`config.mk`:
```
export PLATFORM = sky130hd
export DESIGN_NAME = fp_result_pack_stage
export DESIGN_NICKNAME = d
export VERILOG_FILES = /design/src/rtl/fp_result_pack_stage.sv
export SDC_FILE = /design/constraint.sdc
export NUM_CORES = 1
export LEC_CHECK = 0
export CAP_MARGIN = 10
export CORE_ASPECT_RATIO = 2
export CORE_UTILIZATION = 54
export CTS_CLUSTER_SIZE = 25
export DETAILED_ROUTE_END_ITERATION = 6
export GPL_TIMING_DRIVEN = 0
export PLACE_DENSITY = 0.92
export SLEW_MARGIN = 0
export SYNTH_ARGS = -nofsm -noshare
export SYNTH_HDL_FRONTEND = slang
export SYNTH_SLANG_ARGS = --single-unit
```
`constraint.sdc`:
```
create_clock -name clk -period 10.1 [get_ports clk]
set_input_delay 2.525 -clock clk [delete_from_list [all_inputs] [get_ports clk]]
set_output_delay 2.525 -clock clk [all_outputs]
set_load 0.01 [all_outputs]
```
`src/rtl/fp_result_pack_stage.sv`:
```
// rtl/fp_result_pack_stage.sv - RNE rounding, IEEE-754 packing and bypass merge; optional FP_PACK_STICKY_FLAGS_EN
module fp_result_pack_stage #(
    parameter int BYPASS_DELAY = 2
) (
    input  logic        clk,
    input  logic        rst,
    input  logic        en,
    input  logic        valid_in,
    input  logic        bypass,
    input  logic [31:0] bypass_result,
    input  logic        sign_r,
    input  logic [8:0]  exp_r,
    input  logic [26:0] man_r,
    input  logic        zero_r,
    output logic [31:0] result,
    output logic        result_valid,
    output logic        flag_ovf,
    output logic        flag_unf,
    output logic        flag_inx,
    input  logic        flags_clr
);

    logic [BYPASS_DELAY-1:0] dl_valid_q;
    logic [BYPASS_DELAY-1:0] dl_bypass_q;
    logic [31:0]             dl_word_q [BYPASS_DELAY];

    logic        tail_valid;
    logic        tail_bypass;
    logic [31:0] tail_word;

    logic        round_up;
    logic [24:0] m25;
    logic [9:0]  e10;
    logic [22:0] frac;
    logic [31:0] main_word;
    logic        ev_ovf;
    logic        ev_unf;
    logic        ev_inx;

    logic [31:0] result_q;
    logic        result_valid_q;

    assign tail_valid  = dl_valid_q[BYPASS_DELAY-1];
    assign tail_bypass = dl_bypass_q[BYPASS_DELAY-1];
    assign tail_word   = dl_word_q[BYPASS_DELAY-1];

    // Bypass delay line: aligns special-case verdicts with the main-path operands
    always_ff @(posedge clk or posedge rst) begin
        if (rst) begin
            dl_valid_q  <= '0;
            dl_bypass_q <= '0;
            for (int i = 0; i < BYPASS_DELAY; i++) begin
                dl_word_q[i] <= '0;
            end
        end else if (en) begin
            dl_valid_q[0]  <= valid_in;
            dl_bypass_q[0] <= bypass;
            dl_word_q[0]   <= bypass_result;
            for (int i = 1; i < BYPASS_DELAY; i++) begin
                dl_valid_q[i]  <= dl_valid_q[i-1];
                dl_bypass_q[i] <= dl_bypass_q[i-1];
                dl_word_q[i]   <= dl_word_q[i-1];
            end
        end
    end

    // Round to nearest even and pack; exponent widened to 10 bits so 9'h1FF plus carry cannot wrap
    always_comb begin
        round_up  = man_r[2] & (man_r[1] | man_r[0] | man_r[3]);
        m25       = {1'b0, man_r[26:3]} + {24'b0, round_up};
        e10       = {1'b0, exp_r} + {9'b0, m25[24]};
        frac      = m25[24] ? 23'b0 : m25[22:0];
        main_word = {sign_r, e10[7:0], frac};
        ev_ovf    = 1'b0;
        ev_unf    = 1'b0;
        ev_inx    = 1'b0;
        if (zero_r) begin
            main_word = {sign_r, 31'b0};
        end else if (e10 >= 10'd255) begin
            main_word = {sign_r, 8'hFF, 23'b0};
            ev_ovf    = 1'b1;
            ev_inx    = 1'b1;
        end else if (e10 == 10'd0) begin
            main_word = {sign_r, 31'b0};
            ev_unf    = 1'b1;
            ev_inx    = 1'b1;
        end else begin
            ev_inx = man_r[2] | man_r[1] | man_r[0];
        end
    end

    // Output register: loads only when the tail of the line carries an operation
    always_ff @(posedge clk or posedge rst) begin
        if (rst) begin
            result_q       <= '0;
            result_valid_q <= 1'b0;
        end else if (en) begin
            result_valid_q <= tail_valid;
            if (tail_valid) begin
                result_q <= tail_bypass ? tail_word : main_word;
            end
        end
    end

    assign result       = result_q;
    assign result_valid = result_valid_q;

`ifdef FP_PACK_STICKY_FLAGS_EN
    logic flag_ovf_q;
    logic flag_unf_q;
    logic flag_inx_q;
    logic flag_set;

    assign flag_set = tail_valid & ~tail_bypass;

    // Sticky status flags; a clear in the same cycle as a set wins and the set is dropped
    always_ff @(posedge clk or posedge rst) begin
        if (rst) begin
            flag_ovf_q <= 1'b0;
            flag_unf_q <= 1'b0;
            flag_inx_q <= 1'b0;
        end else if (en) begin
            if (flags_clr) begin
                flag_ovf_q <= 1'b0;
                flag_unf_q <= 1'b0;
                flag_inx_q <= 1'b0;
            end else if (flag_set) begin
                flag_ovf_q <= flag_ovf_q | ev_ovf;
                flag_unf_q <= flag_unf_q | ev_unf;
                flag_inx_q <= flag_inx_q | ev_inx;
            end
        end
    end

    assign flag_ovf = flag_ovf_q;
    assign flag_unf = flag_unf_q;
    assign flag_inx = flag_inx_q;

    logic unused_bits;
    assign unused_bits = &{1'b0, m25[23]};
`else
    assign flag_ovf = 1'b0;
    assign flag_unf = 1'b0;
    assign flag_inx = 1'b0;

    logic unused_bits;
    assign unused_bits = &{1'b0, flags_clr, ev_ovf, ev_unf, ev_inx, m25[23]};
`endif

endmodule

```
==> results of run 1 <==
-- cells in the final DEF, fill, tap and decap left out, types with 10 or more instances in the layout --
| cell type | netlist | final |
|---|---|---|
| nand2_1 | 13 | 13 |
| nand4_1 | 10 | 10 |
| dfrtp_1 | 101 | 101 |
| xor2_1 | 17 | 17 |
| and3_1 | 24 | 24 |
| clkbuf_1 | 17 | 17 |
| clkdlybuf4s50_1 | 0 | 104 |
| nor2_1 | 15 | 15 |
| mux2_2 | 68 | 68 |
| nand3_1 | 24 | 24 |
| a21oi_1 | 28 | 28 |
-- synthesized netlist by cell type --
master | instances | share of area
nand4_1 | 10 | 0.013
a21oi_1 | 28 | 0.028
nor4_1 | 1 | 0.0013
nand2_1 | 13 | 0.0099
xnor2_1 | 9 | 0.016
and3_1 | 24 | 0.030
nand3_1 | 24 | 0.024
o31ai_2 | 1 | 0.0025
and2_1 | 2 | 0.0025
inv_2 | 1 | 0.00076
o211ai_1 | 1 | 0.0015
ha_1 | 3 | 0.0076
a221o_1 | 3 | 0.0061
nand4b_1 | 1 | 0.0018
inv_1 | 6 | 0.0046
o21ai_2 | 4 | 0.0071
nand3_2 | 1 | 0.0020
o31ai_1 | 7 | 0.011
and3_2 | 1 | 0.0015
nor2_1 | 15 | 0.011
o22a_1 | 1 | 0.0018
xor2_1 | 17 | 0.030
nand2b_1 | 2 | 0.0025
buf_4 | 3 | 0.0046
nor3_2 | 1 | 0.0020
nand4b_4 | 1 | 0.0048
buf_1 | 1 | 0.00076
nor3_1 | 4 | 0.0041
mux2i_1 | 1 | 0.0020
buf_2 | 3 | 0.0030
nand4_2 | 1 | 0.0025
conb_1 | 1 | 0.00076
o21ai_0 | 7 | 0.0071
clkbuf_1 | 17 | 0.013
buf_6 | 2 | 0.0046
mux2_2 | 68 | 0.16
and4_2 | 1 | 0.0020
nor4_4 | 2 | 0.0086
dfrtp_1 | 101 | 0.51
a22oi_4 | 1 | 0.0043
o22ai_2 | 8 | 0.020
o41ai_2 | 7 | 0.023
o21a_1 | 1 | 0.0015
nand2_2 | 2 | 0.0025
nor3_4 | 1 | 0.0033
-- power by group --
part	switching, uW	internal (uW)
sequential	46.4	476
clock	149	248
combinational	126	159
-- worst max-delay path: stages --
cell and delay (ns):
clkdlybuf4s50_1 0.52, and2_1 0.15, ha_1 0.18, nand3_1 0.18
nor3_2 0.53, nand3_1 0.35, inv_2 0.30, ha_1 0.23
ha_1 0.23, xnor2_1 0.25, a21oi_1 0.19, nor4_4 0.62
nand4b_4 0.39, o22ai_2 0.13
-- registers in the layout, indices dropped and copies added, names as in the netlist --
register      count
result           32
tail_word        32
dl_valid_q        2
dl_bypass_q       2
result_valid      1
dl_word_q        32
-- cells by family (layout without fill, tap and decap cells) --
group	Yosys count	in the layout	share of synthesized area
AOI/OAI and AO/OA	69	69	0.114
buffers and inverters	33	154	0.0312
DFF	101	101	0.512
xor gates and xnor gates	26	26	0.0462
muxes	69	69	0.157
adders and majority gates	3	3	0.00761
and+or+nand+nor	107	107	0.130
other	1	3	0.000760
-- path summary, 6_finish.rpt --
path | from | endpoint | slack (ns) | cells past startpoint
max in group asynchronous | rst | result[4]$_DFFE_PP0P_ | 6.88 | 3
min in group asynchronous | rst | tail_word[31]$_DFFE_PP0P_ | 2.55 | 2
min | result[30]$_DFFE_PP0P_ | result[30]$_DFFE_PP0P_ | 0.50 | 2
min reg2reg | result[30]$_DFFE_PP0P_ | result[30]$_DFFE_PP0P_ | 0.50 | 2
max | man_r[2] | result[4]$_DFFE_PP0P_ | 3.54 | 14
max reg2reg | dl_bypass_q[1]$_DFFE_PP0P_ | result[18]$_DFFE_PP0P_ | 8.22 | 4
-- metrics by stage --
stage,area (um2),setup slack (ns)
2_1_floorplan,4940,4.78
3_3_place_gp,6110,3.44
3_5_place_dp,6140,3.23
4_1_cts,6490,3.55
5_1_grt,6490,3.25
6_report,6490,3.54
-- layer usage --
layer	share of wire	routed length, um
met4	0.052	669
met3	0.050	646
met5	0	0
met2	0.56	7130
met1	0.34	4350
-- final cells by class --
| type | count | share of cell area |
|---|---|---|
| sequential | 101 | 0.390 |
| clock inverter | 6 | 0.0170 |
| tap | 102 | 0.0197 |
| multi-input combinational | 277 | 0.348 |
| inverter | 7 | 0.00444 |
| timing repair buffer | 105 | 0.165 |
| buffer | 26 | 0.0197 |
| clock buffer | 10 | 0.0368 |
==> summary.md, run 1 <==
| Metric | Value |
|---|---|
| Status | `completed` |
| Htree depth | `3` |
| Unrepaired setup endpoints after global routing | `false` |
| Gr usage total | `0.287` |
| Die Wd | `69.6 um` |
| HP Class | `reg2reg` |
| Power Total | `1200 uW` |
| Multi-input combinational cell area | `2260 um2` |
| Final count of hold timing violations | `0` |
| Core area | `8950 um2` |
| N_diodes | `0` |
| Initial core utilization | `0.551` |
| Residual DRC count | `0` |
| Clk_skew | `0.00738 ns` |
| CP Capture Type | `register` |
| Sequential cell area fraction in the yosys report | `0.512` |
| WL final | `12800 um` |
| Layout area overhead | `31.5%` |
| Total die area | `9550 um2` |
| Post-synth cell types | `45` |
| TNS Setup | `0 ns` |
| Cells after synthesis | `409` |
| GPL Wtd Cong | `0.866` |
| Met1 usage | `0.295` |
| Layout net count | `606` |
| Rows | `49` |
| Resized Gates After CTS | `0` |
| WP data arrival | `6.78 ns` |
| Setup crit start kind | `input port` |
| Cts bufs inserted | `9` |
| Via density | `6.06` |
| Sequential cell area | `2530 um2` |
| Detailed-route wire length per cell | `20.2 um` |
| Final min period | `6.56 ns` |
| Die Ht | `137 um` |
| Hold buffer count at CTS | `0` |
| CTS tree | `built` |
| Peak supply drop | `0.000139 V` |
| First-pass DRT Iterations | `5` |
| Worst slew pin tran | `0.677 ns` |
| Clk_lat worst skew | `0.35 ns` |
| Cell Area, Synth | `4930 um2` |
| Final core utilization | `0.725` |
| Port Buffers | `104` |
| Max Root-Sink Buffers | `2` |
| WP data required | `10.32 ns` |
| Initial antenna violation count | `0` |
| CTS Root Cell | `clkbuf_16` |
| Setup bufs post-CTS | `0` |
| GRT overflow | `0` |
| Tcrit/Tclk final | `0.649` |
| CTS Sinks | `101` |
| Drt initial violations | `356` |
| Via count | `3840` |
| IO Pins | `112` |
| GR peak layer | `met2` |
| Crit Path Category | `in2reg` |
| Vias in the first global route | `4167` |
| Post-placement cell count | `618` |
| Fill count | `564` |
| FMAX | `152 MHz` |
| Slew margin rel. | `0.549` |
| Largest net degree at the start of global routing | `66` |
| Final setup fails | `0` |
| CP max FO | `9` |
| Synth warn | `0` |
| Max Slew Vio Count | `0` |
| Share of layout cells above drive strength 1 | `0.239` |
| Fin cells | `634` |
| Synthesized flop and latch total | `101` |
| M3 GR Usage | `0.0534` |
| Antenna Nets Post-Route | `0` |
| Syn avg cell area | `12.1 um2` |
| Lkg Pwr | `0.00272 uW` |
| Max-cap check violation count | `0` |
| Global-route wire length before repair | `20600 um` |
| Pwr dens | `185 nW/um2` |
| Final hold slack | `0.496 ns` |
| Met2 usage | `0.514` |
| Clock Pin Slew Worst Setup and Hold Paths | `0.06 ns` |
| Hpwl dp | `9660 um` |
Note: power is estimated with default switching activity, not from simulation.
==> inputs of run 2 (changes only) <==
--- a/config.mk
+++ b/config.mk
@@ -7,11 +7,11 @@
 export LEC_CHECK = 0
 export CAP_MARGIN = 10
 export CORE_ASPECT_RATIO = 2
-export CORE_UTILIZATION = 54
+export CORE_UTILIZATION = 46
 export CTS_CLUSTER_SIZE = 25
 export DETAILED_ROUTE_END_ITERATION = 6
 export GPL_TIMING_DRIVEN = 0
-export PLACE_DENSITY = 0.92
+export PLACE_DENSITY = 0.84
 export SLEW_MARGIN = 0
 export SYNTH_ARGS = -nofsm -noshare
 export SYNTH_HDL_FRONTEND = slang
==> constraint.sdc (replaced) <==
create_clock -name clk -period 5.9 [get_ports clk]
set_input_delay 1.475 -clock clk [delete_from_list [all_inputs] [get_ports clk]]
set_output_delay 1.475 -clock clk [all_outputs]
set_load 0.01 [all_outputs]
==> run 2 against run 1 <==
  * Critical path depth unchanged
  * Core utilization decreased by 11 points
  * Non-clock buffer count unchanged
  * Total power grew 59%
  * Via count down 1.6%
  * Wire length is 1.4% lower
  * Final area decreased by 0.58%
  * Cell count grew 5.4%
  * Sequential power increased by 72%
  * Clock power is 36% higher
  * Sequential share of layout area rose by 0.23 points
  * Global-route usage down 4.6 points
  * Critical path type unchanged
==> summary.md, run 2 (synthesis results as in run 1) <==
| Metric | Value |
|---|---|
| Status | `completed` |
| Reg2Reg Depth | `4 (unchanged)` |
| First-pass DRT Iterations | `4 (-1)` |
| Core area | `10500 um2 (+17%)` |
| Drt initial violations | `262 (-26%)` |
| Fill count | `869 (+54%)` |
| Share of layout cells above drive strength 1 | `0.235 (-0.00332)` |
| Detailed-route wire length per cell | `18.9 um (-6.4%)` |
| CTS tree | `built` |
| Pwr dens | `297 nW/um2 (+60%)` |
| Port Buffers | `104 (unchanged)` |
| Tcrit/Tclk final | `0.924` |
| Commonest non-fill, non-tap cells in the layout | `clkdlybuf4s50_1, dfrtp_1, mux2_2, a21oi_1` |
| GPL Wtd Cong | `0.854 (-1.3%)` |
| Placement Setup Slack | `0.170 ns (-3.06 ns)` |
| Max Slew Vio Count | `0 (unchanged)` |
| WL final | `12600 um (-1.4%)` |
| WP data required | `6.12 ns (-4.20 ns)` |
| CP max FO | `9 (unchanged)` |
| Setup bufs post-CTS | `0 (unchanged)` |
| CTS Root Cell | `clkbuf_16` |
| Antenna Nets Post-Route | `0 (unchanged)` |
| Rows | `53 (+8.2%)` |
| Peak supply drop | `0.000186 V (+33%)` |
| Resized Gates After CTS | `0 (unchanged)` |
| Critical path startpoint | `man_r[2]` |
| Commonest non-fill, non-tap cell in the layout | `clkdlybuf4s50_1` |
| Hold_sp | `result[24]$_DFFE_PP0P_` |
| CP Capture Type | `register` |
| Max Root-Sink Buffers | `2 (unchanged)` |
| Lkg Pwr | `0.00269 uW (-1.4%)` |
| Vias in the first global route | `3977 (-4.6%)` |
| Global-route wire length before repair | `19600 um (-4.8%)` |
| Launching point of the worst reg2reg path | `dl_bypass_q[1]$_DFFE_PP0P_` |
| Clk_skew | `0.00333 ns (-0.00405 ns)` |
| Setup crit start kind | `input port` |
| TNS Setup | `0 ns (unchanged)` |
| Multi-input combinational cell area | `2260 um2 (unchanged)` |
| Final setup fails | `0 (unchanged)` |
| Clk_lat worst skew | `0.34 ns (about the same)` |
| Unrepaired setup endpoints after global routing | `false` |
| Layout net count | `606 (unchanged)` |
| Max-cap check violation count | `0 (unchanged)` |
| Worst slew pin tran | `0.615 ns (-0.0616 ns)` |
| NetSw | `535 uW (+67%)` |
| Hold buffer count at CTS | `0 (unchanged)` |
| Sequential cell area | `2530 um2 (unchanged)` |
| Post-route setup slack | `0.447 ns (-3.09 ns)` |
| Clock Pin Slew Worst Setup and Hold Paths | `0.06 ns (about the same)` |
| Cell-internal power | `1380 uW (+56%)` |
| Clock power frac | `0.281 (-0.049)` |
| Logic pwr share | `0.251 (+0.014)` |
| Total die area | `11200 um2 (+17%)` |
| GRT overflow | `0 (unchanged)` |
| Cts bufs inserted | `9 (unchanged)` |
| Crit Path Category | `in2reg` |
| Via density | `5.66 (-6.6%)` |
| Critical Path End | `result[16]$_DFFE_PP0P_` |
| IO Pins | `112 (unchanged)` |
| Via count | `3780 (-1.6%)` |
| Setup slack, reg-to-reg | `4.10 ns (-4.12 ns)` |
| Final count of hold timing violations | `0 (unchanged)` |
| Slew margin rel. | `0.590 (+0.0411)` |
| Gr usage total | `0.242 (-0.0457)` |
| Layout area overhead | `30.8%` |
| Die Wd | `75.2 um (+8.1%)` |
| Residual DRC count | `0 (unchanged)` |
| Initial core utilization | `0.471 (-0.0803)` |
| FMAX | `183 MHz` |
| Final min period | `5.45 ns` |
| WP data arrival | `5.67 ns (-1.11 ns)` |
| HP Class | `reg2reg` |
| Initial antenna violation count | `0 (unchanged)` |
| Largest net degree at the start of global routing | `71 (+7.6%)` |
| Reg power frac | `0.468 (+0.034)` |
| Hpwl dp | `9550 um (-1.1%)` |
| N_diodes | `0 (unchanged)` |
| Reg-to-reg endpoint | `result[20]$_DFFE_PP0P_` |
| CTS Sinks | `101 (unchanged)` |
| Htree depth | `3 (unchanged)` |
| Switching Fraction | `0.279 (+0.0130)` |
| Die Ht | `148 um (+8.2%)` |
-- run 2: cell types whose count changed in the layout (fill, tap and decap cells not counted), sizes merged --
| cell | delta |
|---|---|
| clkbuf | +1 |
| clkinv | +1 |
| bufinv | -3 |
-- run 2: final cells by class --
type	count	share of cell area
Clock buffer	11	0.0376
Multi-Input combinational cell	277	0.350
Timing Repair Buffer	105	0.166
Inverter	7	0.00446
Clock inverter	4	0.00388
Tap cell	137	0.0266
Sequential cell	101	0.392
Buffer	26	0.0198
-- run 2: worst min path at each step --
stage                          endpoint  slack, ns  cells after the start
3_3_place_gp     result[31]$_DFFE_PP0P_       0.47                      2
2_1_floorplan  tail_word[0]$_DFFE_PP0P_       0.47                      1
5_1_grt        tail_word[1]$_DFFE_PP0P_       0.51                      1
6_report         result[24]$_DFFE_PP0P_       0.50                      2
3_5_place_dp     result[24]$_DFFE_PP0P_       0.48                      2
4_1_cts          result[24]$_DFFE_PP0P_       0.50                      2
-- run 2: metrics by stage --
step / instances / hold slack [ns] / total power (uW) / utilization / area (um2)
final: 668 / 0.498 / 1910 / 0.616 / 6450
after detailed placement: 653 / 0.485 / 1390 / 0.590 / 6180
after global placement: 652 / 0.467 / 1360 / 0.587 / 6150
after CTS: 668 / 0.499 / 1920 / 0.616 / 6450
after global routing: 668 / 0.511 / 2000 / 0.616 / 6450
after floorplan: 411 / 0.472 / 1120 / - / 4940
-- run 2: power groups by stage --
stage / Combinational [uW] / Clock [uW] / Sequential [uW]
2_1_floorplan: 212 / 0 / 906
3_3_place_gp: 463 / 0 / 900
3_5_place_dp: 482 / 0 / 905
4_1_cts: 484 / 544 / 894
5_1_grt: 515 / 576 / 906
6_report: 481 / 538 / 896
-- run 2: routing by layer --
layer,vias up,global-route usage,share of wire
met5,-,0,0
met4,0,0.137,0.042
met3,34,0.0413,0.042
met2,148,0.424,0.55
met1,1876,0.265,0.36
li1,1722,-,-
-- run 2: worst max-delay path, cell delays in order --
cell             delay, ns
clkdlybuf4s50_1       0.51
and2_1                0.14
ha_1                  0.17
nand3_1               0.18
nor3_2                0.50
nand3_1               0.37
inv_2                 0.30
ha_1                  0.23
ha_1                  0.23
xnor2_1               0.25
a21oi_1               0.18
nor4_4                0.60
nand4b_4              0.38
o22ai_2               0.13
